==> config.mk <==
export PLATFORM = sky130hd
export DESIGN_NAME = burst_address_sequencer
export DESIGN_NICKNAME = d
export VERILOG_FILES = /design/src/rtl/burst_address_sequencer_pkg.sv /design/src/rtl/burst_address_sequencer_addr_gen_core.sv /design/src/rtl/burst_address_sequencer.sv
export SDC_FILE = /design/constraint.sdc
export NUM_CORES = 1
export LEC_CHECK = 0
export ABC_AREA = 1
export BUFFER_PORTS_ARGS = -buffer_cell sky130_fd_sc_hd__clkbuf_2
export CAP_MARGIN = 20
export CORE_MARGIN = 2
export CORE_UTILIZATION = 25
export DETAILED_ROUTE_END_ITERATION = 10
export PLACE_DENSITY = 0.43
export SLEW_MARGIN = 15
export SYNTH_ARGS = -nofsm -noshare
export SYNTH_HDL_FRONTEND = slang
export SYNTH_HIERARCHICAL = 1
export SYNTH_SLANG_ARGS = --single-unit
==> constraint.sdc <==
create_clock -name Clk -period 3.45 [get_ports Clk]
set_clock_uncertainty 0.05 [all_clocks]
set_input_delay 0.345 -clock Clk [delete_from_list [all_inputs] [get_ports Clk]]
set_output_delay 0.345 -clock Clk [all_outputs]
set_load 0.005 [all_outputs]
==> src/rtl/burst_address_sequencer_pkg.sv <==
// -----------------------------------------------------------------------------
// burst_address_sequencer_pkg
// Shared definitions for the burst address sequencer and its address core:
//   - access size codes (byte / halfword / word)
//   - addressing mode codes (LIN wraps inside a window, SEQ plain increment)
//   - burst-length codes BURST1..BURSTPAGE
//   - sequencer state encoding
//   - bl_decode(): burst-length code -> beat count
//   - size_legal(): true for the three supported access sizes
// -----------------------------------------------------------------------------
package burst_address_sequencer_pkg;

  localparam int ADDR_W = 8;
  localparam int CNT_W  = 9;

  localparam logic [2:0] SIZE_B  = 3'd1;
  localparam logic [2:0] SIZE_HW = 3'd2;
  localparam logic [2:0] SIZE_W  = 3'd4;

  localparam logic ADDR_MODE_LIN = 1'b1;
  localparam logic ADDR_MODE_SEQ = 1'b0;

  localparam logic [2:0] BURST1    = 3'b000;
  localparam logic [2:0] BURST2    = 3'b001;
  localparam logic [2:0] BURST4    = 3'b010;
  localparam logic [2:0] BURST8    = 3'b011;
  localparam logic [2:0] BURST16   = 3'b100;
  localparam logic [2:0] BURST32   = 3'b101;
  localparam logic [2:0] BURST64   = 3'b110;
  localparam logic [2:0] BURSTPAGE = 3'b111;

  typedef enum logic [1:0] {
    ST_IDLE   = 2'd0,
    ST_ACTIVE = 2'd1,
    ST_DONE   = 2'd2
  } state_e;

  // Codes 0..6 are powers of two; the page code is 256 beats rather than 128.
  function automatic logic [CNT_W-1:0] bl_decode(input logic [2:0] code);
    logic [CNT_W-1:0] beats;
    if (code == BURSTPAGE) beats = CNT_W'(256);
    else                   beats = CNT_W'(1) << code;
    return beats;
  endfunction

  function automatic logic size_legal(input logic [2:0] size);
    return (size == SIZE_B) || (size == SIZE_HW) || (size == SIZE_W);
  endfunction

endpackage

==> src/rtl/burst_address_sequencer_addr_gen_core.sv <==
// -----------------------------------------------------------------------------
// AddressGeneratorCore
// Purely combinational next-beat address generator.
// Ports:
//   AddrIn            in  ADDR_WIDTH  current beat address
//   SizeIn            in  3           access size in bytes (1, 2, 4)
//   AddrMode          in  1           1 = LIN (wrap inside window), 0 = SEQ
//   BurstLengthConfig in  3           burst-length code (see package)
//   AddrOut           out ADDR_WIDTH  address of the following beat
// SEQ: AddrIn + Size, modulo 2^ADDR_WIDTH.
// LIN: AddrIn + Size, but only the bits inside the aligned window of
//      BL*Size bytes change; the bits above the window are held. A window
//      as large as the address space (page bursts) degenerates to SEQ.
// -----------------------------------------------------------------------------
module AddressGeneratorCore
  import burst_address_sequencer_pkg::*;
#(
  parameter int ADDR_WIDTH = 8
) (
  input  logic [ADDR_WIDTH-1:0] AddrIn,
  input  logic [2:0]            SizeIn,
  input  logic                  AddrMode,
  input  logic [2:0]            BurstLengthConfig,
  output logic [ADDR_WIDTH-1:0] AddrOut
);

  // Beat count (up to 256) times size (up to 4) needs 11 bits; one spare.
  localparam int WIN_W = CNT_W + 3;
  localparam logic [WIN_W-1:0] SPAN = WIN_W'(1) << ADDR_WIDTH;

  logic [WIN_W-1:0]      window;
  logic [ADDR_WIDTH-1:0] wrap_mask;
  logic [ADDR_WIDTH-1:0] incr_addr;

  always_comb begin
    window    = {3'b000, bl_decode(BurstLengthConfig)} * {{(WIN_W-3){1'b0}}, SizeIn};
    incr_addr = AddrIn + {{(ADDR_WIDTH-3){1'b0}}, SizeIn};
    // Windows covering the whole address space wrap naturally at the top.
    if (window >= SPAN) wrap_mask = '1;
    else                wrap_mask = ADDR_WIDTH'(window - WIN_W'(1));

    if (AddrMode == ADDR_MODE_LIN)
      AddrOut = (AddrIn & ~wrap_mask) | (incr_addr & wrap_mask);
    else
      AddrOut = incr_addr;
  end

endmodule

==> src/rtl/burst_address_sequencer.sv <==
// -----------------------------------------------------------------------------
// burst_address_sequencer
// Registered burst driver around AddressGeneratorCore. Captures one burst
// request and then issues one address beat per accepted handshake.
// Ports:
//   Clk, Reset (async, active-high)
//   Start, AddrStart[7:0], SizeIn[2:0], AddrMode, BurstLengthConfig[2:0]
//                                   burst request and its configuration
//   Abort                           terminate the burst in progress
//   AddrReady                       downstream accepts AddrOut this cycle
//   AddrOut[7:0], AddrValid         beat address and its valid
//   BeatCount[8:0], LastBeat        0-based beat index, final-beat flag
//   Busy, Done, Err                 burst in progress, end pulse, bad size pulse
//   state_dbg[1:0]                  current FSM state (state_e encoding)
// Handshake: a beat transfers on a rising edge where AddrValid and AddrReady
// are both high. While AddrValid is high and AddrReady low, AddrOut,
// BeatCount and LastBeat are held stable; AddrValid never drops without a
// transfer except on Abort.
// -----------------------------------------------------------------------------
module burst_address_sequencer
  import burst_address_sequencer_pkg::*;
#(
  parameter int ADDR_WIDTH = 8,
  parameter int CNT_WIDTH  = 9
) (
  input  logic                  Clk,
  input  logic                  Reset,
  input  logic                  Start,
  input  logic [ADDR_WIDTH-1:0] AddrStart,
  input  logic [2:0]            SizeIn,
  input  logic                  AddrMode,
  input  logic [2:0]            BurstLengthConfig,
  input  logic                  Abort,
  input  logic                  AddrReady,
  output logic [ADDR_WIDTH-1:0] AddrOut,
  output logic                  AddrValid,
  output logic [CNT_WIDTH-1:0]  BeatCount,
  output logic                  LastBeat,
  output logic                  Busy,
  output logic                  Done,
  output logic                  Err,
  output logic [1:0]            state_dbg
);

  state_e                state_q, state_d;
  logic [ADDR_WIDTH-1:0] addr_q, addr_d;
  logic [CNT_WIDTH-1:0]  cnt_q, cnt_d;
  logic                  valid_q, valid_d;
  logic                  last_q, last_d;
  logic                  busy_q, busy_d;
  logic                  done_q, done_d;
  logic                  err_q, err_d;
  logic [2:0]            size_q, size_d;
  logic                  mode_q, mode_d;
  logic [2:0]            blc_q, blc_d;

  logic [ADDR_WIDTH-1:0] core_addr;
  logic [CNT_WIDTH-1:0]  bl_m1;        // final beat index of the captured burst
  logic [CNT_WIDTH-1:0]  start_bl_m1;  // final beat index of the request on the bus
  logic [CNT_WIDTH-1:0]  cnt_inc;

  // The core always sees the captured configuration and the live address
  // register, so its output is the address of the beat after this one.
  AddressGeneratorCore #(
    .ADDR_WIDTH (ADDR_WIDTH)
  ) AddrGenCore (
    .AddrIn            (addr_q),
    .SizeIn            (size_q),
    .AddrMode          (mode_q),
    .BurstLengthConfig (blc_q),
    .AddrOut           (core_addr)
  );

  always_comb begin
    bl_m1       = CNT_WIDTH'(bl_decode(blc_q)) - CNT_WIDTH'(1);
    start_bl_m1 = CNT_WIDTH'(bl_decode(BurstLengthConfig)) - CNT_WIDTH'(1);
    cnt_inc     = cnt_q + CNT_WIDTH'(1);

    state_d = state_q;
    addr_d  = addr_q;
    cnt_d   = cnt_q;
    valid_d = valid_q;
    last_d  = last_q;
    busy_d  = busy_q;
    done_d  = 1'b0;
    err_d   = 1'b0;
    size_d  = size_q;
    mode_d  = mode_q;
    blc_d   = blc_q;

    case (state_q)
      ST_IDLE: begin
        // Abort has no meaning here, so a simultaneous Start simply wins.
        if (Start) begin
          if (size_legal(SizeIn)) begin
            size_d  = SizeIn;
            mode_d  = AddrMode;
            blc_d   = BurstLengthConfig;
            addr_d  = AddrStart;
            cnt_d   = '0;
            valid_d = 1'b1;
            busy_d  = 1'b1;
            last_d  = (start_bl_m1 == '0);
            state_d = ST_ACTIVE;
          end else begin
            err_d = 1'b1;
          end
        end
      end

      ST_ACTIVE: begin
        // Abort beats the handshake: the beat on the bus is not counted.
        if (Abort || (AddrReady && (cnt_q == bl_m1))) begin
          valid_d = 1'b0;
          last_d  = 1'b0;
          done_d  = 1'b1;
          state_d = ST_DONE;
        end else if (AddrReady) begin
          addr_d = core_addr;
          cnt_d  = cnt_inc;
          last_d = (cnt_inc == bl_m1);
        end
      end

      ST_DONE: begin
        busy_d  = 1'b0;
        state_d = ST_IDLE;
      end

      default: begin
        valid_d = 1'b0;
        last_d  = 1'b0;
        busy_d  = 1'b0;
        state_d = ST_IDLE;
      end
    endcase
  end

  always_ff @(posedge Clk or posedge Reset) begin
    if (Reset) begin
      state_q <= ST_IDLE;
      addr_q  <= '0;
      cnt_q   <= '0;
      valid_q <= 1'b0;
      last_q  <= 1'b0;
      busy_q  <= 1'b0;
      done_q  <= 1'b0;
      err_q   <= 1'b0;
      size_q  <= '0;
      mode_q  <= 1'b0;
      blc_q   <= '0;
    end else begin
      state_q <= state_d;
      addr_q  <= addr_d;
      cnt_q   <= cnt_d;
      valid_q <= valid_d;
      last_q  <= last_d;
      busy_q  <= busy_d;
      done_q  <= done_d;
      err_q   <= err_d;
      size_q  <= size_d;
      mode_q  <= mode_d;
      blc_q   <= blc_d;
    end
  end

  assign AddrOut   = addr_q;
  assign AddrValid = valid_q;
  assign BeatCount = cnt_q;
  assign LastBeat  = last_q;
  assign Busy      = busy_q;
  assign Done      = done_q;
  assign Err       = err_q;
  assign state_dbg = state_q;

endmodule

==> impl_metrics.tcl <==
set metrics [dict create \
    post-place-ws_ps 3.64 \
    fp.coreArea_um2 12600 \
    slowest_stage "fa_1" \
    synth_edf_count 0 \
    synth_seq_cells 31 \
    worstPathCellList "inv_2, nor3_2, inv_1, nor2_2, fa_1, ha_2, inv_2, fa_2, inv_2, nand2_2, nand2_2, nand3_2, nand3_2, nand2_1, nor2_1, nand2_1, nor2_4, nand2_1, nand2_1, nand2_1, mux2i_1, o21ai_2" \
    dieArea_um2 13800 \
    whs_ps 106 \
    grt_usage_pct 13.2 \
    yosysMostFrequentCell "nand2_1" \
    syn2layout_area_growth_pct 25.2 \
    core.rowCount 41 \
    async_reset_ff_share_pct 100 \
    path_delay_family "adder cells" \
    p_leak_nw 2.16 \
    yosysTopAreaCell "dfrtp_1" \
    end_kind "flop" \
    final_cells 739 \
    n_antenna_cell 0 \
    cts_tree "done" \
    numCtsBuffers 5 \
    p_sw_mw 1.20 \
    grt_max_degree 35 \
    seqPwrFrac_pct 22.6 \
    hold_path.class "in2async" \
    finalInstanceArea_um2 4020 \
    syn_area_per_cell_um2 6.35 \
    netlist_area_um2 3210 \
    ys.flop_type "dfrtp_1" \
    synthCells 506 \
    yosys-top-cells-count "nand2_1, inv_1, nor2_1" \
    power_mw 2.61 \
    placed_cells 724 \
    clock_sinks 31 \
    powerDensity_nw_per_um2 649 \
    hold_viol_final 0 \
    io_pins 44 \
    die_w_um 117 \
    post-dp-hpwl_mm 6.83 \
    max_freq_mhz 301 \
    tns_ps 0 \
    clkTransAtPathRegs_ps 60 \
    viasPerCell 4.31 \
    start_util_pct 25.6 \
    fin_crit_ps 3320 \
    dpl_cell_area_um2 3670 \
    worst_pin_slew_ps 726 \
    ir_drop_mv 0.234 \
    insertion_delay_ps 290 \
    routed_wl_mm 8.71 \
    setup.worst_path.start_class "flop" \
    cts_buffer_depth 2 \
    seq_area_frac_synth_pct 24.2 \
    num_vias 3186 \
    cp_common_cell "nand2_1" \
    maxCapViolations 0 \
    avgRoutedWirePerCell_um 11.8 \
    drcViolationCount 0 \
    swShare_pct 45.9 \
    yosysWarnings 6 \
    path_buf_inv 4 \
    p_int_mw 1.41 \
    fin_util_pct 32.0 \
    firstDrtPassIters 6 \
    drt_iter0_drc 144 \
    status "finished clean" \
    synth_cell_type_count 34 \
    period_share_pct 96.2 \
    grt_pass1_wl_mm 15.1 \
    layout-drive-gt1-share_pct 23.6 \
    cts_hold_buf 0 \
    path_max_fanout 6 \
    crit_type "reg2reg" \
    cts_root_buffer "clkbuf_16" \
    synth_area_leaders "dfrtp_1, nand2_1, inv_1, nor2_1, ha_1" \
    slew_viol_final 0 \
    final_nets 609 \
    clockPowerShare_pct 19.8 \
    setup_viol 0 \
    drtAntennaViolNets 0 \
    chipHeight_um 117 \
    cp.arrival_ps 3420 \
    synth_top_area_share_pct 24.2 \
    cp_slowest_stage_delay_ps 540 \
    routabilityCongestion 0.846 \
    required_ps 3550 \
    overflow 0 \
    synth_fp_nets 549 \
    grt_pass1_vias 3155 \
    comb_power_share_pct 57.5 \
    slew-limit-headroom_pct 51.6 \
    grt_setup_unrepaired "true" \
    layout_setup_ws_ps 131 \
    cts_max_level 2 \
    antenna_found_initial 0 \
    io_buffers 43 \
]
==> state kept, by name, indices dropped and copies added (netlist names) <==
register	flops
AddrOut	8
AddrValid	1
BeatCount	9
Busy	1
Done	1
Err	1
LastBeat	1
blc_q	3
mode_q	1
size_q	3
state_dbg	2
==> per-layer routing <==
layer	routed length, um	up-vias	track usage (%)	share of wire (%)
met5	0	-	0	0
met4	113	0	2.71	1.3
met3	310	11	2.63	3.6
met2	3950	50	21.4	45
met1	4340	1440	18.3	50
li1	-	1685	-	-
==> cells in the final DEF, fill, tap and decap left out, types with 2 or more instances in the layout <==
cell type	instances
o21ai_2	13
inv_1	80
clkbuf_2	43
xor2_1	3
buf_4	17
nand3_1	35
nor3_1	2
inv_2	5
clkbuf_16	5
mux2i_1	8
a21oi_1	5
a21oi_2	3
dfrtp_1	29
nand2_1	169
nand3_2	7
fa_1	6
ha_4	3
nor2_2	9
dfrtp_2	2
o21ai_0	18
nor2_4	7
nor3_2	2
nor2_1	51
nand2_2	8
ha_1	12
nand4_1	4
xnor2_1	3
==> cells by family (layout without fill, tap and decap cells) <==
logic type / after synthesis / in the layout / synth area share, %
buffers and inverters: 93 / 154 / 11.6
flip-flops: 31 / 31 / 24.2
AND/OR/NAND/NOR: 301 / 301 / 40.6
adder cells (fa/ha/maj): 23 / 23 / 10.6
XOR/XNOR: 7 / 7 / 1.91
AO/OA/AOI/OAI: 42 / 42 / 8.30
multiplexers: 9 / 9 / 2.84
==> power groups by stage <==
stage | sequential [mW] | clock, mW | combinational [mW]
after floorplan | 0.576 | 0 | 0.995
after global placement | 0.590 | 0 | 1.36
after detailed placement | 0.593 | 0 | 1.37
after CTS | 0.586 | 0.534 | 1.39
after global routing | 0.615 | 0.547 | 1.73
final | 0.591 | 0.518 | 1.50
==> timing repair <==
item                                    4_1_cts  5_1_grt
pin swaps                                     0       19
gates resized for setup                       0       38
cloned                                        0        0
endpoints found under the setup margin        2        8
buffers inserted                              2        5
==> layout make-up <==
cell class,instances,area (um2)
well taps,172,215
flip-flops and latches,31,778
fillers,1389,8550
clock buffers,5,125
multi-input cells,382,2190
clock inverters,3,43.8
inverters,86,323
repair buffers,60,343
==> final timing paths <==
| kind | from | end | slack [ps] | cells past startpoint |
|---|---|---|---|---|
| max | blc_q[1]$_DFFE_PP0P_ | AddrOut[1]$_DFFE_PP0P_ | 130 | 22 |
| min | Reset | Err$_DFF_PP0_ | 110 | 2 |
| max reg2reg | blc_q[1]$_DFFE_PP0P_ | AddrOut[1]$_DFFE_PP0P_ | 130 | 22 |
| min reg2reg | AddrValid$_DFFE_PP0P_ | AddrValid$_DFFE_PP0P_ | 420 | 2 |
| max in group asynchronous | Reset | AddrOut[5]$_DFFE_PP0P_ | 2540 | 3 |
| min in group Clk | AddrMode | mode_q$_DFFE_PP0P_ | 240 | 2 |
Note: power is estimated with default switching activity, not from simulation.
